$ cat config.mk
export PLATFORM = sky130hd
export DESIGN_NAME = alu_datapath_pipe
export DESIGN_NICKNAME = d
export VERILOG_FILES = /design/src/rtl/alu_datapath_pipe.sv
export SDC_FILE = /design/constraint.sdc
export NUM_CORES = 1
export LEC_CHECK = 0
export BUFFER_PORTS_ARGS = -buffer_cell sky130_fd_sc_hd__buf_2
export CELL_PAD_IN_SITES_DETAIL_PLACEMENT = 0
export CELL_PAD_IN_SITES_GLOBAL_PLACEMENT = 1
export CORE_AREA = 2 2 296 298
export CTS_CLUSTER_DIAMETER = 30
export DETAILED_ROUTE_END_ITERATION = 10
export DIE_AREA = 0 0 298 300
export GPL_ROUTABILITY_DRIVEN = 0
export GPL_TIMING_DRIVEN = 1
export HOLD_SLACK_MARGIN = 0.03
export PLACE_DENSITY_LB_ADDON = 0.1
export SLEW_MARGIN = 40
export SYNTH_ARGS = -nofsm -noshare
export SYNTH_HDL_FRONTEND = slang
export SYNTH_SLANG_ARGS = --single-unit
$ cat constraint.sdc
create_clock -name clk -period 3.6 [get_ports clk]
set_clock_uncertainty 0.1 [all_clocks]
set_input_delay 0.72 -clock clk [delete_from_list [all_inputs] [get_ports clk]]
set_output_delay 0.72 -clock clk [all_outputs]
set_load 0.01 [all_outputs]
$ cat src/rtl/alu_datapath_pipe.sv
// Two-stage issue/execute ALU datapath: register file, flag register, operand/flag
// bypass from EX, and an iterative shift-add multiplier that stalls issue.
module alu_datapath_pipe #(
    parameter int DATA_W = 16,
    parameter int REG_AW = 4,
    parameter int MUL_EN = 1
) (
    input  logic              clk,
    input  logic              reset,
    input  logic              issue_valid,
    output logic              issue_ready,
    input  logic [3:0]        op,
    input  logic [REG_AW-1:0] rd,
    input  logic [REG_AW-1:0] ra,
    input  logic [REG_AW-1:0] rb,
    input  logic              imm_sel,
    input  logic [DATA_W-1:0] imm,
    input  logic              wb_en,
    input  logic              flag_en,
    output logic              result_valid,
    output logic [DATA_W-1:0] result,
    output logic [REG_AW-1:0] result_rd,
    output logic [3:0]        flags,
    input  logic [REG_AW-1:0] dbg_addr,
    output logic [DATA_W-1:0] dbg_data
);

    // state   | meaning
    // IDLE    | no multiply in flight; EX holds a single-cycle op or a bubble
    // MUL     | shift-add iterations running, issue stalled
    // DONE    | product final in EX; retires at next edge, issue open again
    localparam logic [1:0] ST_IDLE = 2'd0;
    localparam logic [1:0] ST_MUL  = 2'd1;
    localparam logic [1:0] ST_DONE = 2'd2;

    localparam logic [3:0] OP_ADD  = 4'd0;
    localparam logic [3:0] OP_ADDC = 4'd1;
    localparam logic [3:0] OP_SUB  = 4'd2;
    localparam logic [3:0] OP_CMP  = 4'd3;
    localparam logic [3:0] OP_AND  = 4'd4;
    localparam logic [3:0] OP_OR   = 4'd5;
    localparam logic [3:0] OP_XOR  = 4'd6;
    localparam logic [3:0] OP_NOT  = 4'd7;
    localparam logic [3:0] OP_MOV  = 4'd8;
    localparam logic [3:0] OP_LSH  = 4'd9;
    localparam logic [3:0] OP_RSH  = 4'd10;
    localparam logic [3:0] OP_ARSH = 4'd11;
    localparam logic [3:0] OP_MUL  = 4'd12;

    localparam int NUM_REGS = 2 ** REG_AW;
    localparam int SH_W     = $clog2(DATA_W);
    localparam int CNT_W    = $clog2(DATA_W + 1);

    logic [DATA_W-1:0] regs [NUM_REGS];
    logic [3:0]        flags_q;

    logic              ex_valid;
    logic [3:0]        ex_op;
    logic [REG_AW-1:0] ex_rd;
    logic [DATA_W-1:0] ex_a;
    logic [DATA_W-1:0] ex_b;
    logic              ex_wb;
    logic              ex_fe;
    logic              ex_cin;

    logic [1:0]        state;
    logic [DATA_W-1:0] mul_acc;
    logic [DATA_W-1:0] mul_mcand;
    logic [DATA_W-1:0] mul_mplier;
    logic [CNT_W-1:0]  mul_cnt;

    logic              ex_is_mul;
    logic              ex_retire;
    logic              accept;
    logic              new_is_mul;
    logic              new_nop;
    logic              new_wb;
    logic              new_fe;
    logic [DATA_W-1:0] opa;
    logic [DATA_W-1:0] opb;
    logic              cin;

    logic [DATA_W-1:0] alu_res;
    logic [3:0]        alu_flags;
    logic [DATA_W:0]   add_ext;
    logic [DATA_W:0]   sub_ext;
    logic [DATA_W:0]   shl_ext;
    logic [DATA_W:0]   shr_ext;
    logic [DATA_W:0]   sar_ext;
    logic [SH_W-1:0]   sh;
    logic              alu_c;
    logic              alu_v;

    assign ex_is_mul   = (MUL_EN != 0) && (ex_op == OP_MUL);
    assign ex_retire   = ex_valid && (!ex_is_mul || (state == ST_DONE));
    assign issue_ready = (state != ST_MUL);
    assign accept      = issue_valid && issue_ready;

    // Opcodes 13-15 and a disabled MUL never write registers or flags.
    assign new_is_mul = (MUL_EN != 0) && (op == OP_MUL);
    assign new_nop    = (op >= 4'd13) || ((MUL_EN == 0) && (op == OP_MUL));
    assign new_wb     = wb_en && !new_nop && (op != OP_CMP);
    assign new_fe     = flag_en && !new_nop;

    // EX is always retiring when a new instruction is accepted, so its ALU output is current.
    always_comb begin
        opa = regs[ra];
        opb = regs[rb];
        if (ex_retire && ex_wb && (ex_rd == ra)) opa = alu_res;
        if (ex_retire && ex_wb && (ex_rd == rb)) opb = alu_res;
        if (imm_sel) opb = imm;
        cin = (ex_retire && ex_fe) ? alu_flags[0] : flags_q[0];
    end

    always_comb begin
        sh      = ex_b[SH_W-1:0];
        add_ext = {1'b0, ex_a} + {1'b0, ex_b} + {{DATA_W{1'b0}}, (ex_op == OP_ADDC) && ex_cin};
        sub_ext = {1'b0, ex_a} + {1'b0, ~ex_b} + {{DATA_W{1'b0}}, 1'b1};
        shl_ext = {1'b0, ex_a} << sh;
        shr_ext = {ex_a, 1'b0} >> sh;
        sar_ext = $signed({ex_a, 1'b0}) >>> sh;
        alu_res = '0;
        alu_c   = 1'b0;
        alu_v   = 1'b0;
        case (ex_op)
            OP_ADD, OP_ADDC: begin
                alu_res = add_ext[DATA_W-1:0];
                alu_c   = add_ext[DATA_W];
                alu_v   = (ex_a[DATA_W-1] == ex_b[DATA_W-1]) && (add_ext[DATA_W-1] != ex_a[DATA_W-1]);
            end
            OP_SUB, OP_CMP: begin
                alu_res = sub_ext[DATA_W-1:0];
                alu_c   = ~sub_ext[DATA_W];
                alu_v   = (ex_a[DATA_W-1] != ex_b[DATA_W-1]) && (sub_ext[DATA_W-1] != ex_a[DATA_W-1]);
            end
            OP_AND:  alu_res = ex_a & ex_b;
            OP_OR:   alu_res = ex_a | ex_b;
            OP_XOR:  alu_res = ex_a ^ ex_b;
            OP_NOT:  alu_res = ~ex_a;
            OP_MOV:  alu_res = ex_b;
            OP_LSH: begin
                alu_res = shl_ext[DATA_W-1:0];
                alu_c   = shl_ext[DATA_W];
            end
            OP_RSH: begin
                alu_res = shr_ext[DATA_W:1];
                alu_c   = shr_ext[0];
            end
            OP_ARSH: begin
                alu_res = sar_ext[DATA_W:1];
                alu_c   = sar_ext[0];
            end
            OP_MUL: begin
                if (MUL_EN != 0) alu_res = mul_acc;
            end
            default: alu_res = '0;
        endcase
        alu_flags = {alu_v, alu_res[DATA_W-1], (alu_res == '0), alu_c};
    end

    always_ff @(posedge clk or negedge reset) begin
        if (!reset) begin
            ex_valid <= 1'b0;
            ex_op    <= '0;
            ex_rd    <= '0;
            ex_a     <= '0;
            ex_b     <= '0;
            ex_wb    <= 1'b0;
            ex_fe    <= 1'b0;
            ex_cin   <= 1'b0;
        end else if (accept) begin
            ex_valid <= 1'b1;
            ex_op    <= op;
            ex_rd    <= rd;
            ex_a     <= opa;
            ex_b     <= opb;
            ex_wb    <= new_wb;
            ex_fe    <= new_fe;
            ex_cin   <= cin;
        end else if (ex_retire) begin
            ex_valid <= 1'b0;
        end
    end

    always_ff @(posedge clk or negedge reset) begin
        if (!reset) begin
            for (int i = 0; i < NUM_REGS; i++) regs[i] <= '0;
            flags_q      <= '0;
            result_valid <= 1'b0;
            result       <= '0;
            result_rd    <= '0;
        end else begin
            result_valid <= ex_retire;
            if (ex_retire) begin
                result    <= alu_res;
                result_rd <= ex_rd;
                if (ex_wb) regs[ex_rd] <= alu_res;
                if (ex_fe) flags_q <= alu_flags;
            end
        end
    end

    // Multiplier: accumulator holds its value through DONE so EX can read it.
    always_ff @(posedge clk or negedge reset) begin
        if (!reset) begin
            state      <= ST_IDLE;
            mul_acc    <= '0;
            mul_mcand  <= '0;
            mul_mplier <= '0;
            mul_cnt    <= '0;
        end else begin
            case (state)
                ST_MUL: begin
                    if (mul_mplier[0]) mul_acc <= mul_acc + mul_mcand;
                    mul_mcand  <= mul_mcand << 1;
                    mul_mplier <= mul_mplier >> 1;
                    mul_cnt    <= mul_cnt - CNT_W'(1);
                    if (mul_cnt == CNT_W'(1)) state <= ST_DONE;
                end
                default: begin
                    if (accept && new_is_mul) begin
                        state      <= ST_MUL;
                        mul_acc    <= '0;
                        mul_mcand  <= opa;
                        mul_mplier <= opb;
                        mul_cnt    <= CNT_W'(DATA_W);
                    end else begin
                        state <= ST_IDLE;
                    end
                end
            endcase
        end
    end

    assign flags    = flags_q;
    assign dbg_data = regs[dbg_addr];

endmodule
==> reports/qor.yml, run 1 <==
sta:
  max_slew_margin: 0.529
  post-route-min-period_ns: 3.47
  fin_tns_setup_ns: 0
  setup_viol: 0
  worst_pin_slew_ns: 0.701
  fmax_mhz: 288
  rsz0062_at_grt: "true"
  finalHoldWorstSlack_ns: 0.143
  finalMaxSlewViolations: 0
  hold_viol_final: 0
  min_period_over_period: 0.964
setup_path:
  cp-start-kind: "flop"
  timing.rr.start: "ex_op[3]"
  rrSetupSlack_ns: 0.13
  critPathRequiredTime_ns: 4.03
  reg2regPathDepth: 15
  startpoint: "ex_op[3]"
  path_class: "flop to flop"
  crit_arrival_ns: 3.90
  regToRegEndpoint: "ex_b[8]"
  cp_max_fo: 4
  end_kind: "flop"
global_routing:
  grt_pass1_wl_um: 158000
  grt_use_met3: 0.0383
  grt_busiest_layer: "met2"
  grt_pass1_vias: 22700
  met1_usage: 0.304
  antenna_found_initial: 6
  overflow: 0
  grt_max_degree: 80
  grt_usage: 0.239
  grtUsageMet2: 0.403
die:
  die_h_um: 300
  row_count: 108
  core_um2: 86200
  die_x_um: 298
  dieArea_um2: 89400
  io-pin-count: 84
  start_util: 0.297
layout:
  drive_gt1_frac: 0.317
  final_common_cell: "dfrtp_1"
  layout_common_cells: "dfrtp_1, nor2_1, a21oi_1"
  fin_nets: 2791
  n_antenna_cell: 0
  syn2layout_area_growth_pct: 30.5
  design_area_um2: 33500
  n_fill_cell: 8487
cts:
  cts_buffers: 121
  clk_transition_reported_paths_ns: 0.04
  clock-sinks: 380
  clockBufferDepth: 3
  cts_tree: "yes"
  htree_levels: 3
  clk_latency_ns: 0.68
  cts_root_buf: "clkbuf_16"
route:
  drcViolationCount: 0
  ant_nets: 0
  vias_per_cell: 5.54
  drt-wirelength-per-cell_um: 27.1
  num_vias: 21800
  drt_pass1_iterations: 5
  wirelength_um: 107000
  drtIter0Drc: 1757
synthesis:
  async_flop_share: 1.00
  postSynthCellCount: 2477
  synth_cell_type_count: 88
  synth_fp_nets: 2589
  ys_warn_count: 0
  ys_seq_elements: 380
  synth-main-ff-cell: "dfrtp_1"
  ys_seq_area_frac: 0.371
  avgSynthCellArea_um2: 10.4
  synth_edf_count: 0
  netlist_area_um2: 25600
placed_design:
  dp_hpwl_um: 74400
  place_area_um2: 28900
  port_buffers: 83
min_path:
  hp-start: "rd[2]"
  min_path_type: "primary input to flop"
  whs_path_depth: 3
  hold_end: "ex_rd[2]"
power_and_ir_drop:
  p_leak_nw: 14.4
  powerDensity_nw_per_um2: 971
  peakVddDrop_mv: 0.461
status:
  outcome: "finished, final reports clean"
flow_run:
  max_cap_viol_count: 0
-- state kept, by name (all words and copies together), names as in the netlist --
signal / count
result_valid: 1
ex_b: 16
mul_mplier: 16
mul_mcand: 16
result_rd: 4
mul_acc: 16
ex_fe: 1
mul_cnt: 5
ex_valid: 1
ex_op: 4
ex_cin: 1
ex_a: 16
ex_wb: 1
flags: 4
regs: 256
state: 2
result: 16
ex_rd: 4
-- where the power goes --
group	switching [mW]	internal (mW)
Combinational	8.12	6.01
Clock	3.01	8.19
Sequential	1.45	5.71
Total	12.6	19.9
-- how the worst max path moves through the flow --
stage | to | slack, ns | cells after the start
after floorplan | ex_b[10] | -0.02 | 18
after detailed placement | ex_b[1] | 0.006 | 15
after global routing | flags[1] | -0.08 | 13
final | ex_b[8] | 0.13 | 15
after CTS | mul_mplier[11] | 0.01 | 14
after global placement | flags[1] | -0.02 | 14
-- kinds of logic after synthesis --
| kind of cell | count (synthesis) | synth area share |
|---|---|---|
| mux | 338 | 0.260 |
| simple gates | 688 | 0.117 |
| compound gates | 660 | 0.157 |
| buf+inv | 315 | 0.0514 |
| xor+xnor | 26 | 0.00888 |
| flops | 380 | 0.371 |
| fa+ha+maj | 70 | 0.0353 |
-- synth_stat cells, types with 40 or more instances --
cell type | instances | area [um^2]
ha_1 | 66 | 826
a21oi_1 | 304 | 1520
nor3_1 | 40 | 200
buf_2 | 56 | 280
mux2i_1 | 49 | 490
dfrtp_1 | 380 | 9510
mux4_2 | 259 | 5830
o21ai_0 | 127 | 636
nand3_1 | 40 | 200
clkbuf_1 | 141 | 529
inv_1 | 72 | 270
nand2_1 | 173 | 649
nor2_1 | 335 | 1260
-- stage by stage --
step	std cells	total power [mW]	utilization	worst slack, ns
after global routing	3936	34.2	0.388	-0.0763
after CTS	3930	32.4	0.386	0.0146
after detailed placement	3704	20.9	0.335	0.00612
after global placement	3704	20.8	0.335	-0.0241
after floorplan	2477	15.1	-	-0.0192
final	3936	32.5	0.388	0.131
-- layer usage --
layer	part of all wire	vias up
li1	-	9688
met1	0.42	11200
met2	0.49	704
met3	0.049	203
met4	0.042	4
met5	0.00020	-
-- critical path: stages (launching register included) --
cell and delay (ns):
dfrtp_1 0.41, nor2_4 0.13, nand4_1 0.10, fa_2 0.39
inv_2 0.08, fa_2 0.21, buf_4 0.13, a21o_1 0.14
a31oi_1 0.13, o41ai_1 0.36, nor4b_1 0.10, a31oi_1 0.16
o211a_2 0.34, o21a_1 0.17, o21ai_0 0.09, mux2_2 0.28
-- cell type report --
cell class / count / area (um^2) / share of cell area
multi-input combinational: 1782 / 15100 / 0.451
sequential: 380 / 9510 / 0.284
clock buffer: 170 / 3530 / 0.106
timing repair buffer: 316 / 2740 / 0.0820
tap: 1155 / 1450 / 0.0432
clock inverter: 55 / 838 / 0.0251
inverter: 78 / 293 / 0.00875
-- what timing repair did --
| action | 4_1_cts | 5_1_grt |
|---|---|---|
| resized for setup | 3 | 26 |
| hold buffers | 1 | 0 |
| pin swaps | 1 | 12 |
| setup buffers | 0 | 6 |
| endpoints found under the hold margin | 60 | 0 |
| setup endpoints to repair | 4 | 111 |
No activity file was read; power rests on OpenSTA's default activity.
==> run 2, diff against run 1 <==
==> constraint.sdc (replaced) <==
create_clock -name clk -period 3.3 [get_ports clk]
set_clock_uncertainty 0.1 [all_clocks]
set_input_delay 0.66 -clock clk [delete_from_list [all_inputs] [get_ports clk]]
set_output_delay 0.66 -clock clk [all_outputs]
set_load 0.01 [all_outputs]
==> reports/qor.yml, run 2 (synthesized netlist as in run 1, its figures left out) <==
layout:
  largest_reg_flops: 256
  final_common_cell: "dfrtp_1"
  syn2layout_area_growth_pct: 33.7
  fin_nets: 2857
  instances_no_fill: 4001
  layout_common_cells: "dfrtp_1, nor2_1, a21oi_1"
  top_register: "regs"
  design_area_um2: 34300
  drive_gt1_frac: 0.353
die:
  die_h_um: 300
  die_x_um: 298
  core_um2: 86200
  row_count: 108
  start_util: 0.297
  io-pin-count: 84
  dieArea_um2: 89400
sta:
  fmax_mhz: 302
  max_slew_margin: 0.551
  rsz0062_at_grt: "true"
  hold_viol_final: 0
  post-route-min-period_ns: 3.31
  setup_slack_ns: -0.0146
  min_period_over_period: 1.00
  worst_pin_slew_ns: 0.666
  setup_viol: 1
  finalMaxSlewViolations: 0
route:
  drcViolationCount: 0
  ant_nets: 0
  drtIter0Drc: 1491
  drt-wirelength-per-cell_um: 26.9
  wirelength_um: 108000
  drt_pass1_iterations: 5
  vias_per_cell: 5.51
  num_vias: 22000
setup_path:
  end_kind: "flop"
  timing.rr.start: "ex_a[4]"
  regToRegEndpoint: "flags[1]"
  critPathRequiredTime_ns: 3.74
  reg2regPathDepth: 12
  path_class: "flop to flop"
  cp-start-kind: "flop"
  cp_max_fo: 8
  crit_arrival_ns: 3.75
  rrSetupSlack_ns: -0.01
min_path:
  hold_end: "ex_rd[3]"
  whs_path_depth: 3
  hp-start: "rd[3]"
  min_path_type: "primary input to flop"
cts:
  htree_levels: 3
  clk_latency_ns: 0.69
  cts_buffers: 118
  clockBufferDepth: 3
  cts_root_buf: "clkbuf_16"
  cts_tree: "yes"
  clk_transition_reported_paths_ns: 0.04
  clock-sinks: 380
global_routing:
  grt_pass1_wl_um: 157000
  grt_max_degree: 96
  grt_usage: 0.239
  overflow: 0
  antenna_found_initial: 3
  grt_pass1_vias: 22600
flow_run:
  max_cap_viol_count: 0
status:
  outcome: "finished, violations left"
  violations: "setup timing"
power_and_ir_drop:
  peakVddDrop_mv: 0.624
  p_leak_nw: 14.8
  powerDensity_nw_per_um2: 1060
placed_design:
  place_area_um2: 29500
  port_buffers: 83
  dp_hpwl_um: 76600
  dp.cells: 3767
[run 2: cell types whose count changed in the layout (fill, tap and decap cells not counted), sizes merged]
cell	previous run	this run
clkbuf	170	167
bufinv	21	17
clkinv	33	31
clkinvlp	3	4
buf	315	383
inv	76	80
diode	0	1
[run 2: critical path, stage by stage, from the launching register on]
cell and delay (ns):
dfrtp_1 0.37, inv_1 0.13, ha_2 0.36, a2111oi_2 0.48, o21ai_2 0.12, a221o_1 0.41
buf_4 0.16, nand4_1 0.09, o31ai_2 0.09, mux2i_2 0.19, a21oi_4 0.32, nand2_1 0.11
o41ai_2 0.27
[run 2: power breakdown]
part	internal (mW)	total [mW]	switching (mW)
sequential	6.23	7.87	1.64
clock	8.51	11.9	3.38
combinational	7.27	16.4	9.17
[run 2: per-stage QoR]
stage | utilization | hold WS (ns) | power (mW) | TNS [ns] | setup slack [ns]
global placement | 0.342 | 0.358 | 23.1 | -4.52 | -0.184
detailed placement | 0.342 | 0.367 | 23.3 | -5.31 | -0.146
global route | 0.398 | 0.0900 | 38.0 | -3.40 | -0.184
finish | 0.398 | 0.0967 | 36.2 | -0.0146 | -0.0146
CTS | 0.393 | 0.0680 | 35.5 | -0.139 | -0.0961
floorplan | - | 0.264 | 16.6 | -5.70 | -0.266
[run 2: worst max-delay path by stage]
stage,from,slack (ns),to,cells past startpoint
global route,ex_a[4],-0.18,flags[1],12
finish,ex_a[4],-0.01,flags[1],12
detailed placement,ex_a[3],-0.15,ex_b[13],11
floorplan,ex_op[0],-0.27,ex_b[10],18
CTS,ex_op[3],-0.1,flags[1],15
global placement,ex_op[3],-0.18,flags[1],15
[run 2: final cells by class]
class / instances / area, um^2
antenna: 1 / 2.50
clock buffer: 166 / 3460
clock inverter: 54 / 797
fill: 8485 / 51900
inverter: 78 / 293
multi-input combinational: 1782 / 15400
sequential: 380 / 9520
tap: 1155 / 1450
timing repair buffer: 385 / 3420
[run 2: repair_timing]
action / in CTS / in global routing
hold buffers: 1 / 0
endpoints found under the hold margin: 25 / 0
setup buffers: 3 / 10
setup endpoints to repair: 92 / 166
cloned: 0 / 2
pin swaps: 6 / 19
resized for setup: 17 / 91
[run 2: per-layer routing]
metal | global-route usage | share of wire
met3 | 0.0341 | 0.045
met5 | 0 | 0.00012
met4 | 0.101 | 0.045
met1 | 0.306 | 0.42
met2 | 0.405 | 0.49
